[config.mk]
export PLATFORM = sky130hd
export DESIGN_NAME = mem_stage_flat
export DESIGN_NICKNAME = d
export VERILOG_FILES = /design/src/rtl/mem_stage_pkg.sv /design/src/rtl/mem_stage_if.sv /design/src/rtl/mem_load_ext.sv /design/src/rtl/mem_stage.sv /design/src/flat_wrapper.sv
export SDC_FILE = /design/constraint.sdc
export NUM_CORES = 1
export LEC_CHECK = 0
export CAP_MARGIN = 30
export CORE_UTILIZATION = 53
export CTS_CLUSTER_DIAMETER = 150
export DETAILED_ROUTE_END_ITERATION = 8
export PLACE_DENSITY_LB_ADDON = 0.3
export SLEW_MARGIN = 10
export SYNTH_ARGS = -nofsm -noshare
export SYNTH_HDL_FRONTEND = slang
export SYNTH_SLANG_ARGS = --single-unit
[constraint.sdc]
create_clock -name clk -period 4.35 [get_ports clk]
set_input_delay 0.435 -clock clk [delete_from_list [all_inputs] [get_ports clk]]
set_output_delay 0.435 -clock clk [all_outputs]
set_load 0.005 [all_outputs]
[src/rtl/mem_stage_pkg.sv]
// Shared constants for the memory-access stage: opcode layout, funct3 codes, FSM states.
// Combinational helpers only; no latency or flow control of its own.
package mem_stage_pkg;

   localparam int OPCODE_WIDTH = 10;

   localparam logic [6:0] OP_LOAD   = 7'b0000011;
   localparam logic [6:0] OP_STORE  = 7'b0100011;
   localparam logic [6:0] OP_BRANCH = 7'b1100011;

   localparam logic [2:0] F3_LB  = 3'b000;
   localparam logic [2:0] F3_LH  = 3'b001;
   localparam logic [2:0] F3_LW  = 3'b010;
   localparam logic [2:0] F3_LBU = 3'b100;
   localparam logic [2:0] F3_LHU = 3'b101;
   localparam logic [2:0] F3_SB  = 3'b000;
   localparam logic [2:0] F3_SH  = 3'b001;
   localparam logic [2:0] F3_SW  = 3'b010;

   typedef enum logic [1:0] {
      IDLE   = 2'd0,
      ACCESS = 2'd1,
      DONE   = 2'd2
   } state_e;

   // Index of the final beat: 1, 2 or 4 bytes per access.
   function automatic logic [1:0] last_beat(input logic [2:0] funct3);
      case (funct3[1:0])
         2'b00:   return 2'd0;
         2'b01:   return 2'd1;
         default: return 2'd3;
      endcase
   endfunction

endpackage

[src/rtl/mem_stage_if.sv]
// Pipeline-side and byte-memory-side signals of the memory stage (misalign_err only with MEM_ALIGN_CHECK_EN).
// slave = the stage itself; master = the surrounding pipeline and memory.
interface mem_stage_if;
   import mem_stage_pkg::*;

   logic [OPCODE_WIDTH:0] opcode_in;
   logic [31:0]           data_in;
   logic [31:0]           scrdata_in;
   logic [4:0]            Rd_in;
   logic [31:0]           data_out;
   logic [4:0]            Rd_out;
   logic                  wb_en;
   logic                  busy_line;
   logic                  mem_req;
   logic                  mem_we;
   logic [31:0]           mem_addr;
   logic [7:0]            mem_wdata;
   logic                  mem_ack;
   logic [7:0]            mem_rdata;
`ifdef MEM_ALIGN_CHECK_EN
   logic                  misalign_err;
`endif

   modport slave (
      input  opcode_in, data_in, scrdata_in, Rd_in, mem_ack, mem_rdata,
      output data_out, Rd_out, wb_en, busy_line, mem_req, mem_we, mem_addr, mem_wdata
`ifdef MEM_ALIGN_CHECK_EN
      , output misalign_err
`endif
   );

   modport master (
      output opcode_in, data_in, scrdata_in, Rd_in, mem_ack, mem_rdata,
      input  data_out, Rd_out, wb_en, busy_line, mem_req, mem_we, mem_addr, mem_wdata
`ifdef MEM_ALIGN_CHECK_EN
      , input misalign_err
`endif
   );

endinterface

[src/rtl/mem_load_ext.sv]
// Sign/zero extension of an assembled little-endian load value by funct3.
// Purely combinational, zero latency, no flow control.
module mem_load_ext
   import mem_stage_pkg::*;
(
   input  logic [2:0]  funct3_i,
   input  logic [31:0] raw_i,
   output logic [31:0] ext_o
);

   always_comb begin
      ext_o = raw_i;
      case (funct3_i)
         F3_LB:   ext_o = {{24{raw_i[7]}}, raw_i[7:0]};
         F3_LH:   ext_o = {{16{raw_i[15]}}, raw_i[15:0]};
         F3_LW:   ext_o = raw_i;
         F3_LBU:  ext_o = {24'd0, raw_i[7:0]};
         F3_LHU:  ext_o = {16'd0, raw_i[15:0]};
         default: ext_o = raw_i;
      endcase
   end

endmodule

[src/rtl/mem_stage.sv]
// MEM stage: pass-through with zero latency, loads/stores as N byte beats; busy_line stalls the pipe N+1 cycles
// plus one per cycle mem_ack is low. MEM_ALIGN_CHECK_EN rejects misaligned half/word accesses.
module mem_stage
   import mem_stage_pkg::*;
(
   input  logic         clk,
   input  logic         rst,
   mem_stage_if.slave   bus
);

   state_e      state_q, state_d;
   logic [31:0] addr_q, addr_d;
   logic [31:0] wdata_q, wdata_d;
   logic [31:0] asm_q, asm_d;
   logic [4:0]  rd_q, rd_d;
   logic [2:0]  f3_q, f3_d;
   logic [1:0]  last_q, last_d;
   logic [1:0]  k_q, k_d;
   logic        store_q, store_d;
   logic        err_q, err_d;
   logic [31:0] ext_val;
   logic [6:0]  major;
   logic        is_mem;
   logic        misaligned;
   logic        unused_f7;

   assign major     = bus.opcode_in[6:0];
   assign is_mem    = (major == OP_LOAD) || (major == OP_STORE);
   assign unused_f7 = bus.opcode_in[OPCODE_WIDTH];

`ifdef MEM_ALIGN_CHECK_EN
   always_comb begin
      misaligned = 1'b0;
      if (bus.opcode_in[8:7] == 2'b01)
         misaligned = bus.data_in[0];
      else if (bus.opcode_in[8])
         misaligned = |bus.data_in[1:0];
   end
   assign bus.misalign_err = (state_q == DONE) && err_q;
`else
   assign misaligned = 1'b0;
`endif

   mem_load_ext u_ext (
      .funct3_i (f3_q),
      .raw_i    (asm_q),
      .ext_o    (ext_val)
   );

   always_comb begin
      state_d       = state_q;
      addr_d        = addr_q;
      wdata_d       = wdata_q;
      asm_d         = asm_q;
      rd_d          = rd_q;
      f3_d          = f3_q;
      last_d        = last_q;
      k_d           = k_q;
      store_d       = store_q;
      err_d         = err_q;
      bus.data_out  = 32'd0;
      bus.Rd_out    = 5'd0;
      bus.wb_en     = 1'b0;
      bus.busy_line = 1'b0;
      bus.mem_req   = 1'b0;
      bus.mem_we    = 1'b0;
      bus.mem_addr  = 32'd0;
      bus.mem_wdata = 8'd0;

      case (state_q)
         IDLE: begin
            if (is_mem) begin
               bus.busy_line = 1'b1;
               addr_d        = bus.data_in;
               wdata_d       = bus.scrdata_in;
               rd_d          = bus.Rd_in;
               f3_d          = bus.opcode_in[9:7];
               last_d        = last_beat(bus.opcode_in[9:7]);
               store_d       = (major == OP_STORE);
               k_d           = 2'd0;
               asm_d         = 32'd0;
               err_d         = misaligned;
               state_d       = misaligned ? DONE : ACCESS;
            end else begin
               bus.data_out = bus.data_in;
               bus.Rd_out   = bus.Rd_in;
               bus.wb_en    = (major != OP_STORE) && (major != OP_BRANCH) &&
                              (|bus.opcode_in) && (|bus.Rd_in);
            end
         end
         ACCESS: begin
            bus.busy_line = 1'b1;
            bus.mem_req   = 1'b1;
            bus.mem_we    = store_q;
            bus.mem_addr  = addr_q + 32'(k_q);
            bus.mem_wdata = store_q ? wdata_q[{k_q, 3'b000} +: 8] : 8'd0;
            if (bus.mem_ack) begin
               if (!store_q)
                  asm_d[{k_q, 3'b000} +: 8] = bus.mem_rdata;
               k_d = k_q + 2'd1;
               if (k_q == last_q)
                  state_d = DONE;
            end
         end
         DONE: begin
            // Upstream advances on this edge, so IDLE sees the next instruction.
            bus.Rd_out = rd_q;
            if (!store_q && !err_q) begin
               bus.data_out = ext_val;
               bus.wb_en    = |rd_q;
            end
            state_d = IDLE;
         end
         default: state_d = IDLE;
      endcase
   end

   always_ff @(posedge clk) begin
      if (rst) begin
         state_q <= IDLE;
         addr_q  <= 32'd0;
         wdata_q <= 32'd0;
         asm_q   <= 32'd0;
         rd_q    <= 5'd0;
         f3_q    <= 3'd0;
         last_q  <= 2'd0;
         k_q     <= 2'd0;
         store_q <= 1'b0;
         err_q   <= 1'b0;
      end else begin
         state_q <= state_d;
         addr_q  <= addr_d;
         wdata_q <= wdata_d;
         asm_q   <= asm_d;
         rd_q    <= rd_d;
         f3_q    <= f3_d;
         last_q  <= last_d;
         k_q     <= k_d;
         store_q <= store_d;
         err_q   <= err_d;
      end
   end

endmodule

[src/flat_wrapper.sv]
// flat-port wrapper written by rule: the top's interface ports become plain ports
module mem_stage_flat import mem_stage_pkg::*;
  (clk, rst, bus_opcode_in, bus_data_in, bus_scrdata_in, bus_Rd_in, bus_mem_ack, bus_mem_rdata, bus_data_out, bus_Rd_out, bus_wb_en, bus_busy_line, bus_mem_req, bus_mem_we, bus_mem_addr, bus_mem_wdata);
  mem_stage_if bus_i ();
  input  logic clk;
  input  logic rst;
  input wire logic [$bits(bus_i.opcode_in)-1:0] bus_opcode_in;
  input wire logic [$bits(bus_i.data_in)-1:0] bus_data_in;
  input wire logic [$bits(bus_i.scrdata_in)-1:0] bus_scrdata_in;
  input wire logic [$bits(bus_i.Rd_in)-1:0] bus_Rd_in;
  input wire logic [$bits(bus_i.mem_ack)-1:0] bus_mem_ack;
  input wire logic [$bits(bus_i.mem_rdata)-1:0] bus_mem_rdata;
  output wire logic [$bits(bus_i.data_out)-1:0] bus_data_out;
  output wire logic [$bits(bus_i.Rd_out)-1:0] bus_Rd_out;
  output wire logic [$bits(bus_i.wb_en)-1:0] bus_wb_en;
  output wire logic [$bits(bus_i.busy_line)-1:0] bus_busy_line;
  output wire logic [$bits(bus_i.mem_req)-1:0] bus_mem_req;
  output wire logic [$bits(bus_i.mem_we)-1:0] bus_mem_we;
  output wire logic [$bits(bus_i.mem_addr)-1:0] bus_mem_addr;
  output wire logic [$bits(bus_i.mem_wdata)-1:0] bus_mem_wdata;
  assign bus_i.opcode_in = bus_opcode_in;
  assign bus_i.data_in = bus_data_in;
  assign bus_i.scrdata_in = bus_scrdata_in;
  assign bus_i.Rd_in = bus_Rd_in;
  assign bus_i.mem_ack = bus_mem_ack;
  assign bus_i.mem_rdata = bus_mem_rdata;
  assign bus_data_out = bus_i.data_out;
  assign bus_Rd_out = bus_i.Rd_out;
  assign bus_wb_en = bus_i.wb_en;
  assign bus_busy_line = bus_i.busy_line;
  assign bus_mem_req = bus_i.mem_req;
  assign bus_mem_we = bus_i.mem_we;
  assign bus_mem_addr = bus_i.mem_addr;
  assign bus_mem_wdata = bus_i.mem_wdata;
  mem_stage u_core (.clk(clk), .rst(rst), .bus(bus_i));
endmodule
# After elaboration in Yosys (flattened, before gate mapping)
# Cells that the tools add are included.
# word_totals
regBits	111
inputBits	91
output_inout_bits	81
# classes
add_sub_neg	3
eq_ne	15
n_shift	3
muxes	29
reduce_logical	15
# ops
cell	count
two-way mux 32 bit	6
case mux 32 bit (2 select lines)	2
case mux 32 bit (4 select lines)	1
adder 32 x 2 -> 32 bit	1
bitwise mux 32 bit	1
variable shift 8 x 7 -> 32 bit (first input constant)	1
variable part select 32 x 6 -> 8 bit	1
variable part select 8 x 7 -> 32 bit	1
two-way mux 8 bit	2
case mux 2 bit (2 select lines)	3
OR reduction 11 bit	1
two-way mux 2 bit	5
case mux 5 bit (2 select lines)	1
OR reduction 5 bit	2
equality test 7 x 2 -> 1 bit (second input constant)	1
equality test 7 x 6 -> 1 bit (second input constant)	1
inequality test 7 x 6 -> 1 bit (second input constant)	1
inequality test 7 bit (second input constant)	1
negation 5 -> 7 bit	1
equality test 3 bit (second input constant)	2
AND reduction 3 bit	2
two-way mux 1 bit	5
two-way mux 5 bit	1
equality test 2 x 1 -> 1 bit (second input constant)	2
other kinds (14)	20

# Logic depth before layout (Yosys ltp)
# depth
depth_word	6
depth_mapped	8

# Modules after synthesis
# A second synthesis with hierarchy kept.
# hier_totals
hier_cells	815
area_unflattened_um2	6158.4
# by_module_without_submodules
module	n_inst	cells_each	area_per_inst_um2	seq_area_each_um2
mem_stage	1	748	5803.1	2222.1
mem_load_ext	1	67	355.3	0.0

# Least setup slack after synthesis
# No wires, ideal clock.
# synth_path
path_type	reg2out
start	register u_core.k_q[0]
end	output bus_mem_addr[24]
arrival_ns	2.034
required_ns	3.915
setup_slack_ns	1.881
stages_incl_launch_ff	8
n_path_buf	1
cell_sequence	dfxtp_1 -> ha_1 -> fa_1 -> and3_1 -> buf_2 -> nand4_1 -> or4_1 -> a21oi_1
# synth_between
elab_chain_cells	2
# synth_rtl
item	line_no	rtl
from (decl)	mem_stage.sv:18	logic [1:0] k_q, k_d;
from (signal assigned)	mem_stage.sv:138	k_q <= k_d;
adder 32 x 2 -> 32 bit	mem_stage.sv:95	bus.mem_addr = addr_q + 32'(k_q);
two-way mux 32 bit	mem_stage.sv:70	case (state_q)
to (decl)	flat_wrapper.sv:19	output wire logic [$bits(bus_i.mem_addr)-1:0] bus_mem_addr;
# Every way passes these cells.

# Worst setup path after layout
# layout_path
start	input bus_opcode_in[0]
end	output bus_data_out[13]
# layout_between
elab_chain_cells	4
# layout_rtl
item	line_no	rtl
from (decl)	flat_wrapper.sv:7	input wire logic [$bits(bus_i.opcode_in)-1:0] bus_opcode_in;
equality test 7 x 2 -> 1 bit or equality test 7 x 6 -> 1 bit (tied branches)	mem_stage.sv:28	assign is_mem = (major == OP_LOAD) || (major == OP_STORE);
logical OR 1 bit *	mem_stage.sv:28	
two-way mux 32 bit *	mem_stage.sv:72	if (is_mem) begin
case mux 32 bit (2 select lines) *	mem_stage.sv:70	
to (decl)	flat_wrapper.sv:13	output wire logic [$bits(bus_i.data_out)-1:0] bus_data_out;
# Every way passes the cells marked *; elsewhere a longest branch is shown, timed or not.

==> results.md <==
- CP endpoint kind: output pin
- Layout Cells excl Fill: approximately 1.1k
- WP data required: a little under 4000 ps
- Die area: 12220 µm²
- Seq pwr share: 47.8%
- RSZ-0062 raised after global routing: false
- Final count of pins violating max slew: 0
- Worst-path fanout max: 24
- Layout cells sized above 1: between 5 and 6%
- Via-to-Cell Ratio: between 6 and 7
- Wire length per cell: 18.93 µm
- WP buf/inv: 4
- Crit path kind: in2out
- Number of filler cells placed in the layout: 927
- Max Cap Viol: 0
- Clock-pin slew on the worst setup and hold paths: 70 ps
- Initial antenna violation count: 0
- Hold_buf cts: 0
- Total GRT Usage: ~33%
- Pin count of the biggest net entering global routing: 86
- Post-CTS Resized: 0
- Delay of the slowest critical-path stage: 470 ps
- Final Hold Fails: 0
- Nets: 1025
- Routability congestion estimate: around 0.87
- Power per Cell Area: 259.4 nW/µm²
- Final setup viols: 0
- Core area: around 11000 µm²
- Area Overhead vs Synth: 32.64%
- Commonest cells in the synthesized netlist: nand2_1, a21oi_1, dfxtp_1
- DRT Pass-1 Iters: 5
- Sequential-to-total area share from yosys stat: 35.58%
- Port bufs: between 150 and 200
- Ys Warns: 0
- Initial DRC count: roughly 600
- Vias: between 6k and 7k
- DP HPWL: 14920 µm
- Most area-hungry cell type in the Yosys netlist: dfxtp_1
- Min-Delay Path Class: reg2reg
- I/O pin count: between 150 and 200
- Starting Density: a little over half
- Combinational power share: approximately a tenth
- Cells after synthesis: 797
- Clock share of power: around two fifths
- Tcrit/Tclk final: roughly four fifths
- WL final: around 20000 µm
- Worst slew pin tran: 788.8 ps
- Number of flops mapped to enable cells by yosys: 0
- Most frequent cell after synthesis: nand2_1
- Min Clock Period, post-route: about 3400 ps
- Placed Instances: 1059
- H-tree depth: 3
- # diodes: 0
- Fmax: a little under 300 MHz
- Top cells by area, synth: dfxtp_1, nand2_1, a21oi_1
- Slowest cell on the critical path: clkdlybuf4s50_1
- Syn Area/Cell: between 7 and 8 µm²
- Synth unique cells: 56
- Via count of the first global-routing pass: 6304
- CP delay by family, top: buffers and inverters
- Leak: 2.714 nW
- Asr flop ratio synth: 0%
- Post-synth top area share: 35.58%
- Internal: 1.664 mW
- Net Sw Power: 0.4841 mW
- Die width: 110.5 µm
- Chip height: 110.5 µm
- Grt total ovfl: 0
- Rel. slew slack: 47.34%
- Clock buffer count from CTS: 9
- Status: complete, no violations
- Worst path cell trace: clkdlybuf4s50_1 > nor4bb_2 > buf_4 > nand2_1 > and2_1 > buf_4 > a22o_1 > clkdlybuf4s50_1
- TritonCTS clock tree: done
- CTS Sinks: 111
- Crit path arrival time: a little under 3000 ps
- First-pass GRT wire length: 32160 µm
- Worst Clk Skew: approximately 8.4 ps
- Clock root buffer: clkbuf_16
- Clock latency on the worst-skew pair: 360 ps
- Mapped Area: 6245 µm²
- Max Buffers Root-to-Sink: 2
- Row count: 39
- Critical Path Start Type: input pin
- Sw Ratio: between 20% and 30%
- Remaining DRCs: 0
- Total negative setup slack: 0 ps
- Routed Antenna Nets: 0
- FF+latch count, synth: approximately 110
- Ys flop type: dfxtp_1
- VDD IR max: ~0.24 mV
- Syn Nets: 895
- Total setup buffers inserted after CTS: 0
==> placed cells by master, fill, tap and decap left out, drive strengths merged, types with 11 or more instances in the layout <==
cell,n
a21oi,133
nor2,26
a22o,17
buf,14
and3,12
dfxtp,111
o21ai,44
xnor2,11
nor2b,17
or4,11
clkdlybuf4s50,170
nand2,179
or4b,26
nand3,13
o2bb2ai,16
==> power by group through the flow <==
stage	Sequential [mW]	Combinational [mW]	Clock, mW
2_1_floorplan	1.05	0.0676	0
3_3_place_gp	1.05	0.218	0
3_5_place_dp	1.05	0.224	0
4_1_cts	1.03	0.225	0.903
5_1_grt	1.03	0.238	0.939
6_report	1.03	0.227	0.894
==> per-layer routing <==
metal / part of all wire (%) / track usage (%) / wire length [µm] / vias to the layer above
met4: 3.3 / 14.84 / 677 / 0
met5: 0 / 0 / 0 / -
met1: 41 / 41.57 / 8313 / 3202
met3: 6.6 / 5.214 / 1339 / 60
met2: 49 / 54.82 / 9998 / 280
li1: - / - / - / 3151
==> stage by stage <==
stage	area (µm²)	power (mW)	utilization [%]	setup slack, ps	hold WS (ps)
global placement	7939	1.268	69.23	1077	440.8
global route	8283	2.204	72.23	786.0	466.4
finish	8283	2.149	72.23	945.0	462.7
detailed placement	7966	1.274	69.47	967.7	446.5
CTS	8283	2.154	72.23	954.9	449.8
floorplan	6245	1.115	-	1881	433.1
==> worst min-delay path, delay by kind of cell (launching register included) <==
family	cells	cell delay, ps
compound gates	1	50
flops	1	310
simple gates	1	50
==> kinds of logic after synthesis <==
family,share of synthesized area [%]
fa+ha+maj,1.523
compound gates,22.70
simple gates,30.05
xor+xnor,1.823
buf+inv,5.109
flops,35.58
mux,3.206
==> state kept, by name (all words and copies together) (netlist names) <==
register        cells
u_core.asm_q       32
u_core.state_q      2
u_core.wdata_q     32
u_core.store_q      1
u_core.rd_q         5
u_core.last_q       2
u_core.addr_q      32
u_core.f3_q         3
u_core.k_q          2
==> cell type report <==
| cell class | instances | area (µm²) | share of cell area (%) |
|---|---|---|---|
| Tap cell | 143 | 178.9 | 2.160 |
| Sequential cell | 111 | 2222 | 26.83 |
| Multi-Input combinational cell | 615 | 3716 | 44.86 |
| Inverter | 6 | 22.52 | 0.2719 |
| Clock buffer | 9 | 225.2 | 2.719 |
| Timing Repair Buffer | 184 | 1827 | 22.05 |
| Clock inverter | 6 | 91.34 | 1.103 |
==> path summary, 6_finish.rpt <==
kind	endpoint	slack (ps)	depth (start not counted)	startpoint
worst min register to register	u_core.wdata_q[0]	460	2	u_core.wdata_q[0]
worst max register to register	u_core.asm_q[2]	1760	5	u_core.state_q[0]
worst max-delay path	bus_data_out[13]	950	8	bus_opcode_in[0]
worst min-delay path	u_core.wdata_q[0]	460	2	u_core.wdata_q[0]
Power figures use the tool's default switching activity.
